## config.mk

```make
export PLATFORM = sky130hd
export DESIGN_NAME = queue_counter
export DESIGN_NICKNAME = d
export VERILOG_FILES = /design/src/rtl/bank_pkg.sv /design/src/rtl/queue_counter_sync2.sv /design/src/rtl/queue_counter.sv
export SDC_FILE = /design/constraint.sdc
export NUM_CORES = 1
export LEC_CHECK = 0
export ABC_CLOCK_PERIOD_IN_PS = 5300
export BUFFER_PORTS_ARGS = -buffer_cell sky130_fd_sc_hd__buf_4
export CORE_MARGIN = 2
export CORE_UTILIZATION = 59
export CTS_CLUSTER_SIZE = 10
export DETAILED_ROUTE_END_ITERATION = 8
export GPL_TIMING_DRIVEN = 1
export PLACE_DENSITY_LB_ADDON = 0.15
export SLEW_MARGIN = 20
export SYNTH_ARGS = -nofsm -noshare
export SYNTH_HDL_FRONTEND = slang
export SYNTH_SLANG_ARGS = --single-unit
```

## constraint.sdc

```tcl
create_clock -name clk -period 5.3 [get_ports clk]
set_input_delay 0 -clock clk [delete_from_list [all_inputs] [get_ports clk]]
set_output_delay 0 -clock clk [all_outputs]
set_load 0.03 [all_outputs]
```

## src/rtl/bank_pkg.sv

```systemverilog
// Shared types and widths for the bank queue front-end (door FSM states, count limits).
package bank_pkg;

  localparam int unsigned PCOUNT_W   = 3;
  localparam int unsigned TCOUNT_W   = 2;
  localparam int unsigned PCOUNT_MAX = 7;
  localparam int unsigned TCOUNT_MIN = 1;
  localparam int unsigned TCOUNT_MAX = 3;

  typedef enum logic [2:0] {
    IDLE,
    A1,
    AB_IN,
    B_IN,
    B1,
    AB_OUT,
    A_OUT,
    CLEAR
  } q_state_t;

endpackage

```

## src/rtl/queue_counter_sync2.sv

```systemverilog
// Two-flop synchroniser for one asynchronous sensor level.
module sync2 (
  input  logic clk,
  input  logic rst,
  input  logic i_d,
  output logic o_q
);

  logic r_meta;

  always_ff @(posedge clk) begin
    if (rst) begin
      r_meta <= 1'b0;
      o_q    <= 1'b0;
    end else begin
      r_meta <= i_d;
      o_q    <= r_meta;
    end
  end

endmodule

```

## src/rtl/queue_counter.sv

```systemverilog
// Door-sensor direction FSM with saturating queue and teller counters.
// Optional QCNT_REJECT_STATS_EN adds a count of entries arriving while the queue is full.
module queue_counter
  import bank_pkg::*;
#(
  parameter int unsigned TIMEOUT_CYC = 1000
) (
  input  logic                clk,
  input  logic                rst,
  input  logic                sensor_a,
  input  logic                sensor_b,
  input  logic                teller_inc,
  input  logic                teller_dec,
  output logic [PCOUNT_W-1:0] pcount,
  output logic [TCOUNT_W-1:0] tcount,
  output logic                full,
  output logic                empty,
  output logic                entry_pulse,
  output logic                exit_pulse
`ifdef QCNT_REJECT_STATS_EN
  ,
  output logic [7:0]          reject_cnt,
  output logic                reject_pulse
`endif
);

  localparam int unsigned TW = $clog2(TIMEOUT_CYC);

  logic                w_sa;
  logic                w_sb;
  q_state_t            r_state;
  q_state_t            w_state_nxt;
  logic [TW-1:0]       r_timer;
  logic                w_timeout;
  logic                w_entry;
  logic                w_exit;
  logic [PCOUNT_W-1:0] w_pcount_nxt;
  logic [TCOUNT_W-1:0] w_tcount_nxt;

  sync2 u_sync_a (.clk(clk), .rst(rst), .i_d(sensor_a), .o_q(w_sa));
  sync2 u_sync_b (.clk(clk), .rst(rst), .i_d(sensor_b), .o_q(w_sb));

  // Next state; a stalled partial passage is dumped into CLEAR regardless of inputs.
  always_comb begin
    w_state_nxt = r_state;
    w_entry     = 1'b0;
    w_exit      = 1'b0;
    w_timeout   = (r_state != IDLE) && (r_timer == TW'(TIMEOUT_CYC - 1));
    if (w_timeout) begin
      w_state_nxt = CLEAR;
    end else begin
      case (r_state)
        IDLE: begin
          if (w_sa && !w_sb)      w_state_nxt = A1;
          else if (!w_sa && w_sb) w_state_nxt = B1;
          else if (w_sa && w_sb)  w_state_nxt = CLEAR;
        end
        A1: begin
          if (w_sa && w_sb)        w_state_nxt = AB_IN;
          else if (!w_sa && !w_sb) w_state_nxt = IDLE;
        end
        AB_IN: begin
          if (!w_sa && w_sb)      w_state_nxt = B_IN;
          else if (w_sa && !w_sb) w_state_nxt = A1;
        end
        B_IN: begin
          if (!w_sa && !w_sb) begin
            w_state_nxt = IDLE;
            w_entry     = 1'b1;
          end else if (w_sa && w_sb) begin
            w_state_nxt = AB_IN;
          end
        end
        B1: begin
          if (w_sa && w_sb)        w_state_nxt = AB_OUT;
          else if (!w_sa && !w_sb) w_state_nxt = IDLE;
        end
        AB_OUT: begin
          if (w_sa && !w_sb)      w_state_nxt = A_OUT;
          else if (!w_sa && w_sb) w_state_nxt = B1;
        end
        A_OUT: begin
          if (!w_sa && !w_sb) begin
            w_state_nxt = IDLE;
            w_exit      = 1'b1;
          end else if (w_sa && w_sb) begin
            w_state_nxt = AB_OUT;
          end
        end
        CLEAR: begin
          if (!w_sa && !w_sb) w_state_nxt = IDLE;
        end
        default: w_state_nxt = IDLE;
      endcase
    end
  end

  // State register and dwell timer; the timer restarts on every state change.
  always_ff @(posedge clk) begin
    if (rst) begin
      r_state <= IDLE;
      r_timer <= '0;
    end else begin
      r_state <= w_state_nxt;
      if (r_state == IDLE || w_state_nxt != r_state || w_timeout) r_timer <= '0;
      else                                                        r_timer <= r_timer + TW'(1);
    end
  end

  always_comb begin
    w_pcount_nxt = pcount;
    if (w_entry && pcount != PCOUNT_W'(PCOUNT_MAX)) w_pcount_nxt = pcount + PCOUNT_W'(1);
    else if (w_exit && pcount != '0)                w_pcount_nxt = pcount - PCOUNT_W'(1);
  end

  // Simultaneous open/close requests cancel.
  always_comb begin
    w_tcount_nxt = tcount;
    if (teller_inc && !teller_dec && tcount != TCOUNT_W'(TCOUNT_MAX))
      w_tcount_nxt = tcount + TCOUNT_W'(1);
    else if (teller_dec && !teller_inc && tcount != TCOUNT_W'(TCOUNT_MIN))
      w_tcount_nxt = tcount - TCOUNT_W'(1);
  end

  always_ff @(posedge clk) begin
    if (rst) begin
      pcount      <= '0;
      tcount      <= TCOUNT_W'(TCOUNT_MIN);
      full        <= 1'b0;
      empty       <= 1'b1;
      entry_pulse <= 1'b0;
      exit_pulse  <= 1'b0;
    end else begin
      pcount      <= w_pcount_nxt;
      tcount      <= w_tcount_nxt;
      full        <= (w_pcount_nxt == PCOUNT_W'(PCOUNT_MAX));
      empty       <= (w_pcount_nxt == '0);
      entry_pulse <= w_entry;
      exit_pulse  <= w_exit && (pcount != '0);
    end
  end

`ifdef QCNT_REJECT_STATS_EN
  always_ff @(posedge clk) begin
    if (rst) begin
      reject_cnt   <= '0;
      reject_pulse <= 1'b0;
    end else begin
      reject_pulse <= w_entry && (pcount == PCOUNT_W'(PCOUNT_MAX));
      if (w_entry && pcount == PCOUNT_W'(PCOUNT_MAX) && reject_cnt != 8'hFF)
        reject_cnt <= reject_cnt + 8'd1;
    end
  end
`endif

endmodule

```

==> results of run 1 <==
## state kept, by name (all words and copies together), names as in the netlist
register,flops
u_sync_a.r_meta,1
exit_pulse,1
entry_pulse,1
u_sync_b.r_meta,1
tcount,2
full,1
empty,1
u_sync_a.o_q,1
r_timer,10
pcount,3
r_state,3
u_sync_b.o_q,1
## where the power goes
group          internal (mW)  switching [mW]  leakage (nW)
registers              0.201          0.0106         0.211
clock network         0.0421          0.0586        0.0210
logic                 0.0277          0.0264         0.393
## cells by family after synthesis
| group | Yosys count | synth area share |
|---|---|---|
| flops | 26 | 0.375 |
| compound gates | 33 | 0.173 |
| xor+xnor | 10 | 0.0632 |
| simple gates | 63 | 0.278 |
| fa+ha+maj | 7 | 0.0632 |
| buf+inv | 13 | 0.0397 |
| mux | 1 | 0.00722 |
## cells in the final DEF (no fill, tap or decap), drive strengths merged, types with 2 or more instances in the layout
cell type    Yosys  final
nand3b           3      3
dfxtp           26     26
a31oi            2      2
xnor2            5      5
a22oi            2      2
dlygate4sd3      0      7
xor2             5      5
nor3             3      3
inv              6      6
clkbuf           4      4
o21ai           10     10
and3             2      2
ha               7      7
buf              3     14
nand4            4      4
nor2b            8      8
nor3b            3      3
nand2b           3      3
nor2            17     17
nand3            6      6
a21o             2      2
nand2            6      6
a21oi            5      5
o211a            2      2
and4bb           3      3
## through the flow
| step | total power, mW | util | std cells |
|---|---|---|---|
| global route | 0.385 | 0.723 | 199 |
| detailed placement | 0.265 | 0.675 | 188 |
| floorplan | 0.251 | - | 153 |
| finish | 0.367 | 0.723 | 199 |
| CTS | 0.371 | 0.723 | 199 |
| global placement | 0.263 | 0.675 | 188 |
## timing repair
item	CTS	global route
hold buffers	7	0
hold endpoints to repair	15	0
resized for setup	0	0
endpoints found under the setup margin	0	0
## worst reg2reg max path, cell delays in order (launching register included)
cell and delay, ns:
dfxtp_1 0.43, inv_1 0.09, ha_1 0.19, ha_1 0.17, and4bb_1 0.36, nand3b_1 0.14, o31ai_1 0.08, a211oi_2 0.31
a31o_1 0.20
## layout make-up
| class | instances | area share |
|---|---|---|
| Timing Repair Buffer | 21 | 0.109 |
| Tap cell | 28 | 0.0219 |
| Sequential cell | 26 | 0.325 |
| Inverter | 6 | 0.0141 |
| Multi-Input combinational cell | 114 | 0.507 |
| Clock buffer | 4 | 0.0227 |
## per-layer routing
layer	part of all wire	up-vias	GRT usage
met5	0	-	0
met4	0.019	0	0.0897
met3	0.032	7	0.0629
met2	0.51	21	0.406
met1	0.44	542	0.248
li1	-	583	-
## worst paths after layout
path	start	to	slack (ns)
worst max-delay path	pcount[1]	empty	3.28
worst min-delay path	teller_dec	tcount[0]	0.07
worst max register to register	pcount[1]	empty	3.28
worst min register to register	u_sync_a.r_meta	u_sync_a.o_q	0.45
==> impl_metrics.toml, run 1 <==
[placed_design]
place_ws_ns = 3.33
io_buffers = 14
gp_congestion = 0.802
place_area_um2 = 1490
hpwl_um = 1800

[synth]
syn_area_um2 = 1390
synth_cell_types = 44
syn_avg_cell_area_um2 = 9.06
synth_top_area_cell = "dfxtp_1"
ys_seq_area_frac = 0.375
yosys_warnings = 0
synthesis.nets = 166
synthTopCellsByCount = "dfxtp_1 (26), nor2_1 (17), o21ai_0 (10)"
synthArstFlopShare = 0
synth.area.top_cells = "dfxtp_1 (38%), ha_1 (6.3%), nor2_1 (4.6%)"
synth_top_area_frac = 0.375
synth.most_common_cell = "dfxtp_1"
synth_seq_cells = 26
netlist_instances = 153
synthFlopType = "dfxtp_1"
synth_edf_count = 0

[timing]
fmax_mhz = 496
maxSlewViolCount = 0
hold_viol = 0
worst_hold_slack_ns = 0.0684
setup_violations = 0
final.setup.tns_ns = 0
setup_ws_ns = 3.28
rsz0062_at_grt = "false"
period_share = 0.381
fin_skew_ns = 0.0114
min_period_ns = 2.02
relSlewSlack = 0.639
worst_pin_slew_ns = 0.540

[route]
routed_wl_um = 2620
drtIter0Drc = 18
viasPerCell = 5.79
vias = 1153
final_antenna_net_count = 0
drc = 0
first_pass_iters = 4
wire_per_inst_um = 13.2

[finish]
postLayoutCellArea_um2 = 1600
multi_input_area_um2 = 811
drive_gt1_frac = 0.146
layout.nets = 185
syn_to_final_growth_pct = 15.4
regArea_um2 = 520
insertedDiodeCount = 0
n_fill_cell = 179

[global_route]
grt_max_degree = 21
grt_overflow = 0
grt_use_total = 0.226
grt_pass1_vias = 1065
grt_pass1_wl_um = 4530
antenna_found_initial = 0

[die]
pin_count = 15
dieWidth_um = 52.5
initial_core_util = 0.627
core_area_um2 = 2210
die-area_um2 = 2750
die-height_um = 52.5
rows = 17

[worst_setup_path]
worstSetupPathType = "reg2reg"
crit_chain = "inv_1, ha_1, ha_1, and4bb_1, nand3b_1, o31ai_1, a211oi_2, a31o_1"
critPathMaxFanout = 5
arrival_ns = 2.30
cp_data_required_time_ns = 5.58
crit_path_end_kind = "flop"
critPathTopFamily = "compound AO/OA/AOI/OAI gates"
crit_cells = 8
crit_buf_inv = 1
reg2reg_depth = 8
critical-path-slowest-cell = "dfxtp_1"
max_stage_delay_ns = 0.43
critPathLaunchType = "flop"
cpMostUsedCell = "ha_1"

[cts]
htreeDepth = 1
clk_path_buf_depth = 2
clock-sinks = 26
tritoncts = "yes"
clk_pin_slew_worst_paths_ns = 0.14
numCtsBuffers = 3
clock_latency_ns = 0.33
cts-root-buf = "clkbuf_4"
post_cts_buffers = 0

[min_path]
hold_path.class = "in2reg"
hold_depth = 5

[job]
maxCapViolations = 0

[status]
outcome = "completed"

[pwr]
power.density_nw_per_um2 = 229
peakVddDrop_mv = 0.189
p_leak_nw = 0.625
No activity file was read; power rests on OpenSTA's default activity.
==> inputs of run 2 (changes only) <==
Settings changed: ABC_CLOCK_PERIOD_IN_PS 5300 to 2000, CORE_UTILIZATION 59 to 57.
Clock period 5.3 ns to 2 ns, I/O delays scaled along.
==> run 2 against run 1 <==
Compared with the run above: via count increased by 0.17%; register-to-register slack got worse by 3.2 ns; wire length increased by 2.6%; sequential share of layout area decreased by 0.42 points; total power increased to 2.9 times the previous value; die area increased by 3.2%; flip-flop and latch count unchanged; clock power increased to 3.5 times the previous value; core utilization increased by 0.24 points; combinational power increased to 2.7 times the previous value; first-iteration DRC count decreased by 11%; cell count increased by 1.0%; largest cell class unchanged.
==> impl_metrics.toml, run 2 (same netlist as run 1, synthesis figures left out) <==
[die]
die-area_um2 = 2840
pin_count = 15
core_area_um2 = 2250
die-height_um = 53.3
dieWidth_um = 53.3
rows = 17
initial_core_util = 0.615

[route]
first_pass_iters = 4
final_antenna_net_count = 0
vias = 1155
wire_per_inst_um = 13.4
routed_wl_um = 2690
drtIter0Drc = 16
viasPerCell = 5.75
drc = 0

[finish]
drive_gt1_frac = 0.173
final_common_cell = "dfxtp_1"
largest_register_ffs = 10
regMostFlops = "r_timer"
syn_to_final_growth_pct = 18.1
postLayoutCellArea_um2 = 1640
n_fill_cell = 175
final_cells = 201
layout.nets = 187
utilization = 0.726
insertedDiodeCount = 0
layout_common_cells = "dfxtp_1 (24), nor2_1 (17), buf_4 (16)"
reg_top3 = "r_timer (10), pcount (3), r_state (3)"

[min_path]
hold_depth = 5
hold_path.class = "in2reg"

[cts]
clock-sinks = 26
clock_latency_ns = 0.32
clk_path_buf_depth = 2
numCtsBuffers = 3
htreeDepth = 1
cts-root-buf = "clkbuf_4"
clk_pin_slew_worst_paths_ns = 0.14
tritoncts = "yes"

[pwr]
power.density_nw_per_um2 = 650
p_leak_nw = 0.641
power.total_mw = 1.06
peakVddDrop_mv = 0.575

[worst_setup_path]
worstSetupPathType = "reg2reg"
cp_data_required_time_ns = 2.27
critPathMaxFanout = 5
reg2reg_depth = 7
crit_path_end_kind = "flop"
arrival_ns = 2.19
critPathLaunchType = "flop"

[timing]
relSlewSlack = 0.660
period_share = 0.959
setup_ws_ns = 0.0818
maxSlewViolCount = 0
rsz0062_at_grt = "false"
setup_violations = 0
hold_viol = 0
min_period_ns = 1.92
final.setup.tns_ns = 0
worst_pin_slew_ns = 0.509
fmax_mhz = 521
worst_hold_slack_ns = 0.133
fin_skew_ns = 0.00463

[placed_design]
place_ws_ns = 0.0414
place_area_um2 = 1500
io_buffers = 14
dp_cells = 189
gp_congestion = 0.763
hpwl_um = 1800

[global_route]
grt_use_total = 0.220
grt_pass1_vias = 1081
antenna_found_initial = 0
grt_max_degree = 18
grt_overflow = 0
grt_pass1_wl_um = 4480

[status]
outcome = "completed"

[job]
maxCapViolations = 0
-- run 2: cell types whose count changed in the layout (fill, tap and decap cells not counted), sizes merged --
cell | previous run | this run
bufinv | 0 | 1
clkbuf | 4 | 3
buf | 14 | 16
-- run 2: routing by layer --
layer / global-route usage / wire length, µm / vias up
li1: - / - / 591
met2: 0.401 / 1400 / 18
met5: 0 / 0 / -
met4: 0.0855 / 29 / 0
met1: 0.242 / 1180 / 542
met3: 0.0508 / 77 / 4
-- run 2: final cells by class --
| type | instances | area, µm² | area share |
|---|---|---|---|
| clock buffer | 3 | 22.5 | 0.0138 |
| clock inverter | 1 | 30.0 | 0.0183 |
| inverter | 6 | 22.5 | 0.0138 |
| multi-input combinational | 114 | 811 | 0.495 |
| sequential | 26 | 526 | 0.321 |
| tap | 28 | 35.0 | 0.0214 |
| timing repair buffer | 23 | 190 | 0.116 |
-- run 2: worst paths after layout --
kind / start / to / slack [ns]
max: tcount[1] / tcount[1] / 0.08
max reg2reg: tcount[1] / tcount[1] / 0.08
min: teller_dec / tcount[0] / 0.13
min reg2reg: u_sync_b.r_meta / u_sync_b.o_q / 0.46
-- run 2: what timing repair did --
item / in CTS / in global routing
setup endpoints to repair: 0 / 3
hold endpoints to repair: 14 / 0
hold buffers: 7 / 0
buffers inserted: 0 / 1
resized for setup: 0 / 3
-- run 2: critical path, stage by stage, from the launching register on --
cell and delay [ns]:
dfxtp_1 0.42, inv_1 0.08, ha_1 0.29, nor3_1 0.05
a21o_1 0.14, a21oi_1 0.16, o311a_1 0.18, dlygate4sd3_1 0.54
-- run 2: power by group --
part / switching, mW / internal [mW]
combinational: 0.0741 / 0.0743
sequential: 0.0270 / 0.533
clock: 0.153 / 0.203
total: 0.255 / 0.809
==> inputs of run 3 (changes only) <==
Settings changed: SYNTH_HIERARCHICAL from default to 1.
==> run 3 against run 2 <==
Compared with the run above: maximum frequency grew 4.2%; via count down 7.1%; non-clock buffer count shrank 1; core utilization is 1.5 points lower; synthesized area fell by 2.4%; critical path type unchanged; largest power group unchanged; highest routed layer unchanged.
==> impl_metrics.toml, run 3 <==
[status]
outcome = "completed"

[finish]
regArea_um2 = 523
insertedDiodeCount = 0
largest_register_ffs = 10
syn_to_final_growth_pct = 17.3
layout.nets = 181
drive_gt1_frac = 0.198
multi_input_area_um2 = 772
n_fill_cell = 177
reg_top3 = "r_timer (10), pcount (3), r_state (3)"
final_common_cell = "dfxtp_1"
regMostFlops = "r_timer"
layout_common_cells = "dfxtp_1 (24), buf_4 (17), nor3_1 (14)"

[synth]
yosys_warnings = 6
synthFlopType = "dfxtp_1"
syn_avg_cell_area_um2 = 9.20
synth_mux_area_frac = 0.0148
synthAdderAreaFrac = 0.0648
synth.most_common_cell = "dfxtp_1"
synthTopCellsByCount = "dfxtp_1 (26), nor3_1 (14), nor2_1 (12)"
synth_compound_area_frac = 0.171
synth_seq_cells = 26
synthXorXnorAreaFrac = 0.0768
synth_top_area_frac = 0.385
synth_top_family_by_area = "simple AND/OR/NAND/NOR gates"
synth_edf_count = 0
yosys.area_share.simple = 0.243
netlist_instances = 147
synth_cell_types = 45
synthesis.nets = 160
synthArstFlopShare = 0
synth_top_area_cell = "dfxtp_1"
syn_area_um2 = 1350
synth.area.top_cells = "dfxtp_1 (38%), ha_1 (6.5%), nor3_1 (5.2%)"
ys_seq_area_frac = 0.385

[timing]
final.setup.tns_ns = 0
period_share = 0.920
fmax_mhz = 543
rsz0062_at_grt = "false"
setup_ws_ns = 0.160
hold_viol = 0
min_period_ns = 1.84
maxSlewViolCount = 0
relSlewSlack = 0.693
worst_pin_slew_ns = 0.460
fin_skew_ns = 0.0104
setup_violations = 0

[global_route]
grt_overflow = 0
grt_pass1_vias = 1052
gr-usage-met1 = 0.305
antenna_found_initial = 0
grt_use_total = 0.221
grt_max_degree = 18
grt_use_met2 = 0.352
grtUsageMet3 = 0.0343
grt_pass1_wl_um = 4530
top_usage_layer = "met2"

[placed_design]
place_ws_ns = 0.143
hpwl_um = 1790
io_buffers = 14
gp_congestion = 0.779

[cts]
tritoncts = "yes"
htreeDepth = 1
clock_latency_ns = 0.32
clk_pin_slew_worst_paths_ns = 0.14
clk_path_buf_depth = 2
cts-root-buf = "clkbuf_4"
clock-sinks = 26
numCtsBuffers = 3

[die]
die-area_um2 = 2780
rows = 17
dieWidth_um = 52.7
pin_count = 15
initial_core_util = 0.606
core_area_um2 = 2230
die-height_um = 52.7

[min_path]
min_from = "teller_inc"
hold_depth = 4
hold_end = "tcount[0]"
hold_path.class = "in2reg"

[route]
routed_wl_um = 2530
final_antenna_net_count = 0
wire_per_inst_um = 13.0
drc = 0
viasPerCell = 5.50
first_pass_iters = 4
drtIter0Drc = 23
vias = 1073

[worst_setup_path]
r2r_slack_ns = 0.16
worstReg2RegStart = "r_state[0]"
arrival_ns = 2.10
critPathMaxFanout = 14
reg2reg_to = "r_timer[3]"
worstSetupPathType = "reg2reg"
crit_path_end_kind = "flop"
cp_data_required_time_ns = 2.25
critPathLaunchType = "flop"
reg2reg_depth = 6

[pwr]
power.density_nw_per_um2 = 677
p_leak_nw = 0.594
peakVddDrop_mv = 0.540

[job]
maxCapViolations = 0
run 3: cell types whose count changed after synthesis, sizes merged, moves of 3 or more:
cell    previous run  this run
nand3b             3         0
nor2              17        12
nor2b              8         4
a21oi              5        10
nor3               3        14
nand4              4         1
clkbuf             4         1
o21ai             10         3
run 3: repair_timing:
action,4_1_cts,5_1_grt
hold buffers,5,0
buffers inserted,0,0
resized for setup,0,2
setup endpoints to repair,0,1
hold endpoints to repair,14,0
run 3: worst max-delay path by stage:
stage / from / endpoint / cells after the start
3_3_place_gp: pcount[1] / empty / 7
3_5_place_dp: pcount[1] / empty / 8
5_1_grt: r_state[0] / r_timer[4] / 6
2_1_floorplan: pcount[1] / empty / 8
4_1_cts: pcount[1] / empty / 8
6_report: r_state[0] / r_timer[3] / 6
run 3: routing by layer:
layer  up-vias  wire length (µm)
li1        560                 -
met1       488              1250
met2        20              1180
met3         5                69
met4         0                30
met5         -                 0
run 3: power by group:
group | internal (mW) | switching, mW | total [mW]
Combinational | 0.0767 | 0.0875 | 0.164
Sequential | 0.534 | 0.0236 | 0.557
Clock | 0.203 | 0.150 | 0.353
run 3: per-stage QoR:
stage	hold WS (ns)	cells	power, mW	instance area [µm²]	utilization
detailed placement	0.232	186	0.726	1480	0.663
global placement	0.217	186	0.719	1480	0.663
global route	0.0734	195	1.13	1590	0.710
floorplan	0.0710	147	0.680	1350	-
finish	0.0487	195	1.07	1590	0.710
CTS	0.0412	195	1.09	1580	0.709
run 3: critical path, stage by stage, from the launching register on:
cell and delay, ns:
dfxtp_1 0.63, nor2_1 0.15, o21ba_2 0.24, o31ai_4 0.30, xnor2_2 0.10, buf_4 0.18, nor3_1 0.18
run 3: logic make-up (layout without fill, tap and decap cells):
logic type | after synthesis | count (layout)
flops | 26 | 26
simple gates | 58 | 58
mux | 2 | 2
compound gates | 30 | 30
xor+xnor | 11 | 11
fa+ha+maj | 7 | 7
buf+inv | 13 | 33
run 3: cell type report:
type	count	share of cell area
repair buffers	22	0.112
clock inverters	1	0.0189
inverters	7	0.0166
multi-input cells	108	0.487
clock buffers	3	0.0142
well taps	28	0.0221
flip-flops and latches	26	0.330
